<file path="config.mk">
export PLATFORM = sky130hd
export DESIGN_NAME = alu_74382_serial
export DESIGN_NICKNAME = d
export VERILOG_FILES = /design/src/rtl/alu_74382_pkg.sv /design/src/rtl/alu_74382_slice.sv /design/src/rtl/alu_74382_serial.sv
export SDC_FILE = /design/constraint.sdc
export NUM_CORES = 1
export LEC_CHECK = 0
export CAP_MARGIN = 0
export CELL_PAD_IN_SITES_DETAIL_PLACEMENT = 2
export CELL_PAD_IN_SITES_GLOBAL_PLACEMENT = 2
export CORE_AREA = 3 3 101 103
export DETAILED_ROUTE_END_ITERATION = 16
export DIE_AREA = 0 0 104 106
export HOLD_SLACK_MARGIN = 0.12
export PLACE_DENSITY = 0.89
export SLEW_MARGIN = 15
export SYNTH_ARGS = -nofsm -noshare
export SYNTH_HDL_FRONTEND = slang
export SYNTH_HIERARCHICAL = 1
export SYNTH_SLANG_ARGS = --single-unit
</file>
<file path="constraint.sdc">
create_clock -name clk -period 6 [get_ports clk]
set_clock_uncertainty 0.2 [all_clocks]
set_input_delay 1.2 -clock clk [delete_from_list [all_inputs] [get_ports clk]]
set_output_delay 1.2 -clock clk [all_outputs]
set_load 0.02 [all_outputs]
</file>
<file path="src/rtl/alu_74382_pkg.sv">
// Shared definitions for the slice-serial 74382-style ALU.
//   ORIG_OPERAND_W / SLICE_W : width of one 74382 slice (4 bits)
//   SELECT_W                 : width of the 74382 function select
//   OP_*                     : function select encoding of the original part
//   t_state                  : sequencer states of the serial top level
package alu_74382_pkg;

    localparam int ORIG_OPERAND_W = 4;
    localparam int SELECT_W       = 3;
    localparam int SLICE_W        = ORIG_OPERAND_W;

    localparam logic [SELECT_W-1:0] OP_CLEAR   = 3'd0;
    localparam logic [SELECT_W-1:0] OP_B_SUB_A = 3'd1;
    localparam logic [SELECT_W-1:0] OP_A_SUB_B = 3'd2;
    localparam logic [SELECT_W-1:0] OP_ADD     = 3'd3;
    localparam logic [SELECT_W-1:0] OP_XOR     = 3'd4;
    localparam logic [SELECT_W-1:0] OP_OR      = 3'd5;
    localparam logic [SELECT_W-1:0] OP_AND     = 3'd6;
    localparam logic [SELECT_W-1:0] OP_PRESET  = 3'd7;

    typedef enum logic [1:0] {
        IDLE,
        RUN,
        DONE
    } t_state;

endpackage

</file>
<file path="src/rtl/alu_74382_slice.sv">
// One combinational 74382-style 4-bit ALU slice.
//   sel : function select (OP_*)
//   a,b : slice operands
//   ci  : Cn, carry into the slice
//   f   : function output
//   ovr : two's-complement overflow of the slice
//   co  : Cn+4, carry out of the slice
module alu_74382_slice
    import alu_74382_pkg::*;
(
    input  logic [SELECT_W-1:0] sel,
    input  logic [SLICE_W-1:0]  a,
    input  logic [SLICE_W-1:0]  b,
    input  logic                ci,
    output logic [SLICE_W-1:0]  f,
    output logic                ovr,
    output logic                co
);

    logic [SLICE_W-1:0] x;
    logic [SLICE_W-1:0] y;
    logic [SLICE_W:0]   sum;
    logic [SLICE_W-1:0] low;   // top bit = carry into the slice MSB

    always_comb begin
        x = (sel == OP_B_SUB_A) ? ~a : a;
        y = (sel == OP_A_SUB_B) ? ~b : b;
        sum = {1'b0, x} + {1'b0, y} + {{SLICE_W{1'b0}}, ci};
        low = {1'b0, x[SLICE_W-2:0]} + {1'b0, y[SLICE_W-2:0]} + {{(SLICE_W-1){1'b0}}, ci};

        f   = '0;
        ovr = 1'b0;
        co  = 1'b0;
        case (sel)
            OP_ADD, OP_A_SUB_B, OP_B_SUB_A: begin
                f   = sum[SLICE_W-1:0];
                co  = sum[SLICE_W];
                ovr = low[SLICE_W-1] ^ sum[SLICE_W];
            end
            // The part drives both carry-type outputs high on CLEAR.
            OP_CLEAR: begin
                ovr = 1'b1;
                co  = 1'b1;
            end
            // Logic functions and PRESET leave OVR and Cn+4 low.
            OP_XOR:    f = a ^ b;
            OP_OR:     f = a | b;
            OP_AND:    f = a & b;
            OP_PRESET: f = '1;
            default:   f = '0;
        endcase
    end

endmodule

</file>
<file path="src/rtl/alu_74382_serial.sv">
// Slice-serial WIDTH-bit ALU built from 74382-style 4-bit slices.
// Evaluates SLICES_PER_CYCLE slices per clock, carry rippling between
// steps through carry_reg; result and flags are presented with a
// valid/ready handshake.
//   clk, rst_n           : clock, async active-low reset
//   in_valid / in_ready  : operand handshake (accepted only in IDLE)
//   sel, port_a, port_b  : function select and operands
//   carry_in             : Cn into the least significant slice
//   out_valid / out_ready: result handshake (held in DONE)
//   result               : F output
//   carry_out, overflow  : Cn+4 and OVR of the most significant slice
//   zero                 : result == 0
//   busy                 : op in flight or result waiting
module alu_74382_serial
    import alu_74382_pkg::*;
#(
    parameter int WIDTH            = 16,
    parameter int SLICES_PER_CYCLE = 1
) (
    input  logic                clk,
    input  logic                rst_n,
    input  logic                in_valid,
    output logic                in_ready,
    input  logic [SELECT_W-1:0] sel,
    input  logic [WIDTH-1:0]    port_a,
    input  logic [WIDTH-1:0]    port_b,
    input  logic                carry_in,
    output logic                out_valid,
    input  logic                out_ready,
    output logic [WIDTH-1:0]    result,
    output logic                carry_out,
    output logic                overflow,
    output logic                zero,
    output logic                busy
);

    localparam int SPC        = (SLICES_PER_CYCLE < 1) ? 1 : SLICES_PER_CYCLE;
    localparam int NUM_SLICES = WIDTH / SLICE_W;
    localparam int NUM_STEPS  = (NUM_SLICES < SPC) ? 1 : NUM_SLICES / SPC;
    localparam int GRP_W      = SPC * SLICE_W;
    localparam int STEP_W     = (NUM_STEPS > 1) ? $clog2(NUM_STEPS) : 1;
    localparam int IDX_W      = (WIDTH > 1) ? $clog2(WIDTH) : 1;
    localparam logic [STEP_W-1:0] LAST_STEP = STEP_W'(NUM_STEPS - 1);

    if ((WIDTH < SLICE_W) || (WIDTH % SLICE_W != 0) || (SLICES_PER_CYCLE < 1) ||
        (NUM_SLICES % SPC != 0)) begin : g_bad_params
        $error("alu_74382_serial: WIDTH must be a multiple of 4 and SLICES_PER_CYCLE must divide WIDTH/4");
    end

    t_state                state, state_nxt;
    logic [STEP_W-1:0]     step;
    logic [SELECT_W-1:0]   op_sel;
    logic [WIDTH-1:0]      a_reg, b_reg, result_reg, result_nxt;
    logic                  carry_reg, carry_out_reg, overflow_reg, zero_reg;

    logic [IDX_W-1:0]              base;
    logic [SPC:0]                  chain;
    logic [SPC-1:0][SLICE_W-1:0]   grp_f;
    logic [SPC-1:0]                grp_ovr;
    logic                          unused_ovr;

    assign base       = IDX_W'(int'(step) * GRP_W);
    assign chain[0]   = carry_reg;
    // Only the top slice's OVR matters; the rest are intentionally dropped.
    assign unused_ovr = ^grp_ovr;

    for (genvar gi = 0; gi < SPC; gi++) begin : g_slice
        alu_74382_slice u_slice (
            .sel (op_sel),
            .a   (a_reg[base + IDX_W'(gi * SLICE_W) +: SLICE_W]),
            .b   (b_reg[base + IDX_W'(gi * SLICE_W) +: SLICE_W]),
            .ci  (chain[gi]),
            .f   (grp_f[gi]),
            .ovr (grp_ovr[gi]),
            .co  (chain[gi+1])
        );
    end

    // Result word with this step's nibbles merged in; also feeds zero detect
    // on the final step so the flag is ready together with out_valid.
    always_comb begin
        result_nxt = result_reg;
        result_nxt[base +: GRP_W] = grp_f;
    end

    always_ff @(posedge clk or negedge rst_n) begin
        if (!rst_n) state <= IDLE;
        else        state <= state_nxt;
    end

    always_comb begin
        state_nxt = state;
        case (state)
            IDLE:    if (in_valid) state_nxt = RUN;
            RUN:     if (step == LAST_STEP) state_nxt = DONE;
            DONE:    if (out_ready) state_nxt = IDLE;
            default: state_nxt = IDLE;
        endcase
    end

    always_ff @(posedge clk or negedge rst_n) begin
        if (!rst_n) begin
            step          <= '0;
            op_sel        <= '0;
            a_reg         <= '0;
            b_reg         <= '0;
            carry_reg     <= 1'b0;
            result_reg    <= '0;
            carry_out_reg <= 1'b0;
            overflow_reg  <= 1'b0;
            zero_reg      <= 1'b0;
        end else begin
            case (state)
                IDLE: begin
                    if (in_valid) begin
                        op_sel    <= sel;
                        a_reg     <= port_a;
                        b_reg     <= port_b;
                        carry_reg <= carry_in;
                        step      <= '0;
                    end
                end
                RUN: begin
                    result_reg <= result_nxt;
                    carry_reg  <= chain[SPC];
                    step       <= step + 1'b1;
                    if (step == LAST_STEP) begin
                        carry_out_reg <= chain[SPC];
                        overflow_reg  <= grp_ovr[SPC-1];
                        zero_reg      <= (result_nxt == '0);
                        step          <= '0;
                    end
                end
                default: ;
            endcase
        end
    end

    assign in_ready  = (state == IDLE);
    assign out_valid = (state == DONE);
    assign busy      = (state != IDLE);
    assign result    = result_reg;
    assign carry_out = carry_out_reg;
    assign overflow  = overflow_reg;
    assign zero      = zero_reg;

endmodule

</file>
==> run summary, run 1 <==
Status - finished, final reports clean
Diodes inserted - 0
GRT overflow - 0
Via density - 5.31
Final design utilization - 46.0%
Final setup violation count - 0
Number of CTS-inserted buffers - 9
Min Tclk post-route - 4920 ps
Most common cell in the netlist - dfrtp_1
Mapped Nets - 321
Standard-cell rows - 35
Asr flop ratio synth - 100%
Yosys reg bits - 59
Die ar. - 11,000 sq um
Clk slew on worst S/H paths - 70 ps
Syn Std Cell Area - 3280 sq um
Post-route setup slack - 1080 ps
Post-synth top cells - 59 x dfrtp_1, 38 x mux2_2, 17 x a32o_1, 17 x ha_1, 16 x inv_1
Global placement routability congestion - 0.849
Pre-CTS setup slack - 1160 ps
Root buffer cell - clkbuf_8
Final Max Slew Viols - 0
Post-cts repair resize count - 0
EDFF count, synth - 0
Sequential fraction of the synthesis area - 45.0%
Worst-margin pin slew - 931 ps
Top_reg_cell synth - dfrtp_1
Max-Cap Viols - 0
WP data required - 6050 ps
Drt first pass iters - 4
Relative slew slack - 37.9%
Ranking of synthesized cells by area - dfrtp_1 45%, mux2_2 13%, ha_1 6.5%
CTS tree - built
Core Area - 9280 sq um
Via count - 2,449
FF/Latch Area - 1480 sq um
Maximum clock frequency - 0.203 GHz
Share of layout cells above drive strength 1 - 22.6%
RSZ-0062 raised after global routing - no
Area grow syn2layout - 29.9%
Vias in the first global route - 2,916
Setup bufs post-CTS - 0
Critical Path Sink Type - flop
Initial antenna violation count - 0
First-pass GRT wire length - 16,000 um
Skew-Pair Late Insertion Delay - 350 ps
Top Ports - 62
Die X - 104 um
Final Cycle Share - 82.1%
Post-Syn Instances - 262
Detail Placement HPWL - 6890 um
Fillers - 938
Worst Path Class, Setup - flop to flop
TNS Setup - 0 ps
Startpoint types - flop
Port Buffers - 61
CP max FO - 19
Initial core utilization - 35.4%
Syn_area_per_cell - 12.5 sq um
Final #Nets - 386
Wirelength, routed - 9740 um
Gr usage total - 18.7%
Synth area leader - dfrtp_1
Area of the multi-input gates - 1680 sq um
Routed len/inst - 21.1 um
Residual DRC - 0
Final ANT Viol Nets - 0
Pin count of the biggest net entering global routing - 60
CP arrival - 4980 ps
Iter 0 DRT Violations - 106
CTS H-tree depth - 3
Worst hold margin - 300 ps
# clock sinks - 59
Synth unique cells - 43
Worst min-delay path category - flop to flop
Warnings, synthesis - 6
Endpoints failing hold - 0
Max Buffers Root-to-Sink - 2
Chip height - 106 um
Area share of the largest cell type after synthesis - 45.0%
Hold_buf cts - 0
per-layer routing:
| layer | up-vias | part of all wire (%) | GRT usage (%) | wire length [um] |
|---|---|---|---|---|
| li1 | 1098 | - | - | - |
| met1 | 1255 | 41 | 21.3 | 3950 |
| met2 | 77 | 53 | 33.9 | 5130 |
| met3 | 19 | 4.4 | 4.01 | 428 |
| met4 | 0 | 2.4 | 7.79 | 233 |
| met5 | - | 0 | 0 | 0 |
cell type report:
class / instances / share of cell area, %
multi-input cells: 175 / 39.4
flip-flops and latches: 59 / 34.6
repair buffers: 66 / 15.1
well taps: 129 / 3.78
clock buffers: 12 / 3.40
clock inverters: 4 / 2.29
inverters: 16 / 1.41
critical path: stages, from the launching register on:
cell,delay [ps]
dfrtp_1,960
mux4_2,650
xnor2_1,170
fa_1,480
fa_1,430
xnor2_1,150
a2bb2oi_1,170
o22ai_1,260
or2_2,370
a32o_1,250
or4_4,420
o41ai_2,320
path summary, 6_finish.rpt:
check | from | end | slack, ps | cells after the start
setup / recovery | step[0] | zero | 1080 | 11
hold / removal | zero | zero | 300 | 2
setup reg to reg | step[0] | zero | 1080 | 11
hold reg to reg | zero | zero | 300 | 2
max in group asynchronous | rst_n | a_reg[6] | 4290 | 2
min in group asynchronous | rst_n | result[8] | 790 | 2
placed cells by master (no fill, tap or decap), drive strengths merged, types with 4 or more instances in the layout:
cell type	count
xnor2	11
o21ai	5
nand2	14
mux2	38
inv	16
a32o	17
nand2b	4
mux4	8
buf	6
a21oi	5
dfrtp	59
clkbuf	12
ha	17
nor2	12
nor3b	6
clkdlybuf4s50	60
nor4	4
per-stage QoR:
step | instances | instance area [sq um]
after CTS | 461 | 4260
after global placement | 445 | 4020
after detailed placement | 445 | 4020
after global routing | 461 | 4270
after floorplan | 262 | 3280
final | 461 | 4270
kinds of logic (layout without fill, tap and decap cells):
| group | count (synthesis) | in the layout | synth area share [%] |
|---|---|---|---|
| buffers and inverters | 28 | 98 | 4.11 |
| adder cells (fa/ha/maj) | 19 | 19 | 7.70 |
| AO/OA/AOI/OAI | 43 | 43 | 10.9 |
| multiplexers | 48 | 48 | 19.2 |
| flip-flops | 59 | 59 | 45.0 |
| XOR/XNOR | 11 | 11 | 2.93 |
| AND/OR/NAND/NOR | 54 | 54 | 10.2 |
Power of run 1 is not shown: default switching activity piles up to over one toggle a cycle in this logic, so the estimate is an artifact.
==> run 2: changes to the inputs <==
--- a/config.mk
+++ b/config.mk
@@ -8,11 +8,11 @@
 export CAP_MARGIN = 0
 export CELL_PAD_IN_SITES_DETAIL_PLACEMENT = 2
 export CELL_PAD_IN_SITES_GLOBAL_PLACEMENT = 2
-export CORE_AREA = 3 3 101 103
+export CORE_AREA = 3 3 107 109
 export DETAILED_ROUTE_END_ITERATION = 16
-export DIE_AREA = 0 0 104 106
+export DIE_AREA = 0 0 110 112
 export HOLD_SLACK_MARGIN = 0.12
-export PLACE_DENSITY = 0.89
+export PLACE_DENSITY = 0.84
 export SLEW_MARGIN = 15
 export SYNTH_ARGS = -nofsm -noshare
 export SYNTH_HDL_FRONTEND = slang
==> constraint.sdc (replaced) <==
create_clock -name clk -period 4.08 [get_ports clk]
set_clock_uncertainty 0.2 [all_clocks]
set_input_delay 0.816 -clock clk [delete_from_list [all_inputs] [get_ports clk]]
set_output_delay 0.816 -clock clk [all_outputs]
set_load 0.02 [all_outputs]
==> run 2 against run 1 <==
Non-clock buffer count grew 17. Global-route usage fell by 1.9 points. Final cell count up 6.1%. Final area is 3.5% higher. Largest cell class unchanged. First-iteration DRC count down 43%. Sequential share of layout area is 1.1 points lower. Critical path type unchanged. Clock-buffer cell count is 1 lower. Core utilization down 4.7 points.
==> run summary, run 2 (synthesis gave the netlist of run 1 again) <==
Status - finished, final reports clean (unchanged)
Max Buffers Root-to-Sink - 2 (unchanged)
Endpoints failing hold - 0 (unchanged)
Critical Path Sink Type - flop (unchanged)
CTS H-tree depth - 3 (unchanged)
Max-Cap Viols - 0 (unchanged)
Root buffer cell - clkbuf_8 (unchanged)
Detail Placement HPWL - 7000 um (was 6890 um)
Initial core utilization - 30.7% (was 35.4%)
Residual DRC - 0 (unchanged)
Final instance area - 4420 sq um (was 4270 sq um)
GRT overflow - 0 (unchanged)
Routed len/inst - 19.5 um (was 21.1 um)
Reg2Reg Depth - 11 (unchanged)
Vias in the first global route - 2,869 (was 2,916)
Area grow syn2layout - 34.4% (was 29.9%)
Number of CTS-inserted buffers - 9 (unchanged)
CP max FO - 7 (was 19)
Via density - 5.10 (was 5.31)
Final setup violation count - 0 (unchanged)
Via count - 2,494 (was 2,449)
RSZ-0062 raised after global routing - no (unchanged)
Clk slew on worst S/H paths - 70 ps (about the same)
Min Tclk post-route - 3920 ps (was 4920 ps)
Die X - 110 um (was 104 um)
Hold_buf cts - 0 (unchanged)
DP Area - 4130 sq um (was 4020 sq um)
Leading cell type in the layout, fill and taps excluded - clkdlybuf4s50_1 (unchanged)
Drt first pass iters - 4 (unchanged)
Iter 0 DRT Violations - 60 (was 106)
Initial antenna violation count - 0 (unchanged)
Relative slew slack - 56.4% (was 37.9%)
Most frequent cells in the layout - 60 x clkdlybuf4s50_1, 58 x dfrtp_1, 38 x mux2_2 (was 60 x clkdlybuf4s50_1, 59 x dfrtp_1, 38 x mux2_2)
Top Ports - 62 (unchanged)
Fillers - 1,106 (was 938)
Diodes inserted - 0 (unchanged)
Core Area - 10,700 sq um (was 9280 sq um)
CTS tree - built (unchanged)
Final Max Slew Viols - 0 (unchanged)
Chip height - 112 um (was 106 um)
Share of layout cells above drive strength 1 - 28.4% (was 22.6%)
R2R Setup Slk - 160 ps (was 1080 ps)
First-pass GRT wire length - 15,600 um (was 16,000 um)
Gr usage total - 16.8% (was 18.7%)
# clock sinks - 59 (unchanged)
Maximum clock frequency - 0.255 GHz (was 0.203 GHz)
Wirelength, routed - 9520 um (was 9740 um)
Reg-to-reg startpoint - step[0] (unchanged)
Port Buffers - 61 (unchanged)
WP data required - 4140 ps (was 6050 ps)
Final #Nets - 403 (was 386)
Pin count of the biggest net entering global routing - 50 (was 60)
Standard-cell rows - 38 (was 35)
FF-to-FF End - zero (unchanged)
TNS Setup - 0 ps (unchanged)
Worst Path Class, Setup - flop to flop (unchanged)
Worst-margin pin slew - 655 ps (was 931 ps)
Global placement routability congestion - 0.791 (was 0.849)
Final Cycle Share - 96.0% (was 82.1%)
Worst min-delay path category - input pin to async pin (was flop to flop)
Die ar. - 12,300 sq um (was 11,000 sq um)
CP arrival - 3980 ps (was 4980 ps)
Final ANT Viol Nets - 0 (unchanged)
Worst hold margin - 272 ps (was 300 ps)
Skew-Pair Late Insertion Delay - 360 ps (was 350 ps)
Startpoint types - flop (unchanged)
run 2: timing repair:
action	in CTS	in global routing
setup buffers	3	3
endpoints found under the hold margin	0	0
setup endpoints to repair	1	1
pin swaps	1	6
resized for setup	2	5
run 2: metal layers:
metal	track usage, %	vias up	share of wire (%)
li1	-	1135	-
met5	0	-	0
met1	20.2	1290	42
met4	7.65	0	2.5
met3	3.25	18	3.0
met2	28.7	51	53
run 2: through the flow:
step           util, %  worst slack (ps)  cells
6_report          41.3               164    489
5_1_grt           41.3              22.0    489
4_1_cts           40.8              9.91    486
3_5_place_dp      38.6             -21.6    467
3_3_place_gp      38.6               135    467
2_1_floorplan        -              23.2    262
run 2: cell type report:
| class | count | area, sq um | area share, % |
|---|---|---|---|
| well taps | 140 | 175 | 3.97 |
| clock buffers | 11 | 131 | 2.98 |
| clock inverters | 5 | 77.6 | 1.76 |
| multi-input cells | 175 | 1720 | 39.0 |
| inverters | 16 | 60.1 | 1.36 |
| repair buffers | 83 | 773 | 17.5 |
| flip-flops and latches | 59 | 1480 | 33.5 |
run 2: critical path, stage by stage (launching register included):
cell and delay, ps:
dfrtp_2 420, mux4_2 560, xnor2_2 170, fa_2 430, fa_2 390, xnor2_1 160, a2bb2oi_2 190, o22ai_4 120
or2_4 280, a32o_1 260, or4_4 430, o41ai_4 210
run 2: worst max path at each step:
stage,startpoint,to,slack [ps],cells after the start
detailed placement,step[0],zero,-20,13
global placement,step[0],zero,130,11
global route,step[0],zero,20,11
floorplan,step[0],zero,20,13
CTS,step[0],zero,10,13
finish,step[0],zero,160,11
Power of run 2 is left out for the same reason.
==> run 3: changes to the inputs <==
--- a/config.mk
+++ b/config.mk
@@ -13,7 +13,7 @@
 export DIE_AREA = 0 0 110 112
 export HOLD_SLACK_MARGIN = 0.12
 export PLACE_DENSITY = 0.84
-export SLEW_MARGIN = 15
+export SLEW_MARGIN = 40
 export SYNTH_ARGS = -nofsm -noshare
 export SYNTH_HDL_FRONTEND = slang
 export SYNTH_HIERARCHICAL = 1
==> run 3 against run 2 <==
Final cell count is 0.61% lower. Final area decreased by 0.65%. First-iteration DRC count increased by 1.7%. Global-route usage down 0.44 points. Flip-flop and latch count unchanged. Sequential share of layout area up 0.22 points. Die area unchanged. Core utilization is 0.27 points lower. Via count shrank 1.2%. Wire length down 1.8%. Clock-buffer cell count stayed put. Worst setup slack got worse by 49 ps.
==> run summary, run 3 (synthesis gave the netlist of run 1 again) <==
# clock sinks - 59 (unchanged)
CP max FO - 6 (was 7)
Max-Cap Viols - 0 (unchanged)
Final ANT Viol Nets - 0 (unchanged)
Share of layout cells above drive strength 1 - 28.0% (was 28.4%)
Final Max Slew Viols - 0 (unchanged)
Worst Path Class, Setup - flop to flop (unchanged)
Maximum clock frequency - 0.252 GHz (was 0.255 GHz)
GRT overflow - 0 (unchanged)
Clk slew on worst S/H paths - 70 ps (about the same)
Worst-margin pin slew - 650 ps (was 655 ps)
Number of CTS-inserted buffers - 9 (unchanged)
Core Area - 10,700 sq um (unchanged)
CP max-delay cell - mux4_2 (unchanged)
Final setup violation count - 0 (unchanged)
Min Tclk post-route - 3960 ps (was 3920 ps)
WP data required - 4140 ps (about the same)
Metal2 WL - 4870 um (was 5000 um)
Endpoints failing hold - 0 (unchanged)
Initial antenna violation count - 0 (unchanged)
Cell family contributing the most delay on the critical path - compound AO/OA/AOI/OAI gates (was adder cells)
FF/Latch Area - 1480 sq um (unchanged)
Relative slew slack - 56.7% (was 56.4%)
Detail Placement HPWL - 7020 um (was 7000 um)
Status - finished, final reports clean (unchanged)
Critical Path Sink Type - flop (unchanged)
Final Cycle Share - 97.2% (was 96.0%)
Skew-Pair Late Insertion Delay - 360 ps (about the same)
CP arrival - 4020 ps (was 3980 ps)
Die ar. - 12,300 sq um (unchanged)
Vias in the first global route - 2,842 (was 2,869)
CTS tree - built (unchanged)
Wirelength, routed - 9350 um (was 9520 um)
CP dominant cell by count - fa_2 (unchanged)
First-pass GRT wire length - 15,300 um (was 15,600 um)
Via density - 5.07 (was 5.10)
Root buffer cell - clkbuf_8 (unchanged)
Residual DRC - 0 (unchanged)
Initial core utilization - 30.7% (unchanged)
Routed wl met3 - 333 um (was 286 um)
Worst hold margin - 269 ps (was 272 ps)
Crit-path cells - mux4_2, xnor2_2, fa_2, fa_2, xnor2_1, a2bb2oi_2, o22ai_2, or2_2, a32o_1, or4_4, o41ai_2 (was mux4_2, xnor2_2, fa_2, fa_2, xnor2_1, a2bb2oi_2, o22ai_4, or2_4, a32o_1, or4_4, o41ai_4)
Die X - 110 um (unchanged)
Leading cell type in the layout, fill and taps excluded - clkdlybuf4s50_1 (unchanged)
Max Buffers Root-to-Sink - 2 (unchanged)
Via count - 2,464 (was 2,494)
Worst min-delay path category - input pin to async pin (unchanged)
Slowest stage delay, CP - 580 ps (was 560 ps)
Drt first pass iters - 4 (unchanged)
Routed len/inst - 19.2 um (was 19.5 um)
CTS H-tree depth - 3 (unchanged)
Area of the multi-input gates - 1710 sq um (was 1720 sq um)
Global placement routability congestion - 0.791 (unchanged)
Port Buffers - 61 (unchanged)
Startpoint types - flop (unchanged)
Most frequent cells in the layout - 60 x clkdlybuf4s50_1, 58 x dfrtp_1, 38 x mux2_2 (unchanged)
Buffers & Inverters on Critical Path - 0 (unchanged)
Hold_buf cts - 0 (unchanged)
Fillers - 1,093 (was 1,106)
M1 WL - 3990 um (about the same)
Top Layer Used - met4 (unchanged)
Iter 0 DRT Violations - 61 (was 60)
Pin count of the biggest net entering global routing - 50 (unchanged)
Diodes inserted - 0 (unchanged)
Gr usage total - 16.4% (was 16.8%)
Standard-cell rows - 38 (unchanged)
Area grow syn2layout - 33.6% (was 34.4%)
Top Ports - 62 (unchanged)
Final #Nets - 400 (was 403)
Chip height - 112 um (unchanged)
-- run 3: changes by cell type in the layout (fill, tap and decap cells not counted), sizes merged --
cell	previous run	this run
buf	23	20
-- run 3: metrics by stage --
stage	worst slack, ps	util, %	instances	area (sq um)	setup TNS (ps)
after CTS	25.7	40.8	485	4370	0
after floorplan	23.2	-	262	3310	0
final	115	41.0	486	4390	0
after global placement	135	38.6	467	4130	0
after global routing	-18.6	41.0	486	4390	-18.6
after detailed placement	-28.4	38.7	467	4140	-28.4
-- run 3: final cells by class --
| cell class | count | area share [%] |
|---|---|---|
| Multi-Input combinational cell | 175 | 39.1 |
| Sequential cell | 59 | 33.7 |
| Timing Repair Buffer | 80 | 17.1 |
| Tap cell | 140 | 3.99 |
| Clock buffer | 11 | 2.99 |
| Clock inverter | 5 | 1.77 |
| Inverter | 16 | 1.37 |
-- run 3: worst paths after layout --
check	end	cells past startpoint	slack [ps]	from
max	zero	11	120	step[0]
min	result[12]	1	270	rst_n
max reg2reg	zero	11	120	step[0]
min reg2reg	b_reg[3]	1	300	b_reg[3]
max in group asynchronous	result[14]	2	2760	rst_n
min in group clk	b_reg[3]	1	300	b_reg[3]
-- run 3: per-layer routing --
metal / track usage [%] / vias up
met5: 0 / -
met4: 5.90 / 0
met3: 3.94 / 13
met2: 27.7 / 46
met1: 20.1 / 1279
li1: - / 1126
-- run 3: worst reg2reg max path, cell delays in order (launching register included) --
cell       delay, ps
dfrtp_2          420
mux4_2           580
xnor2_2          180
fa_2             400
fa_2             370
xnor2_1          150
a2bb2oi_2        140
o22ai_2          120
or2_2            330
a32o_1           260
or4_4            410
o41ai_2          330
-- run 3: what timing repair did --
item | in CTS | in global routing
buffers inserted | 2 | 1
pin swaps | 1 | 1
setup endpoints to repair | 1 | 1
resized for setup | 2 | 3
Power of run 3 is left out for the same reason.
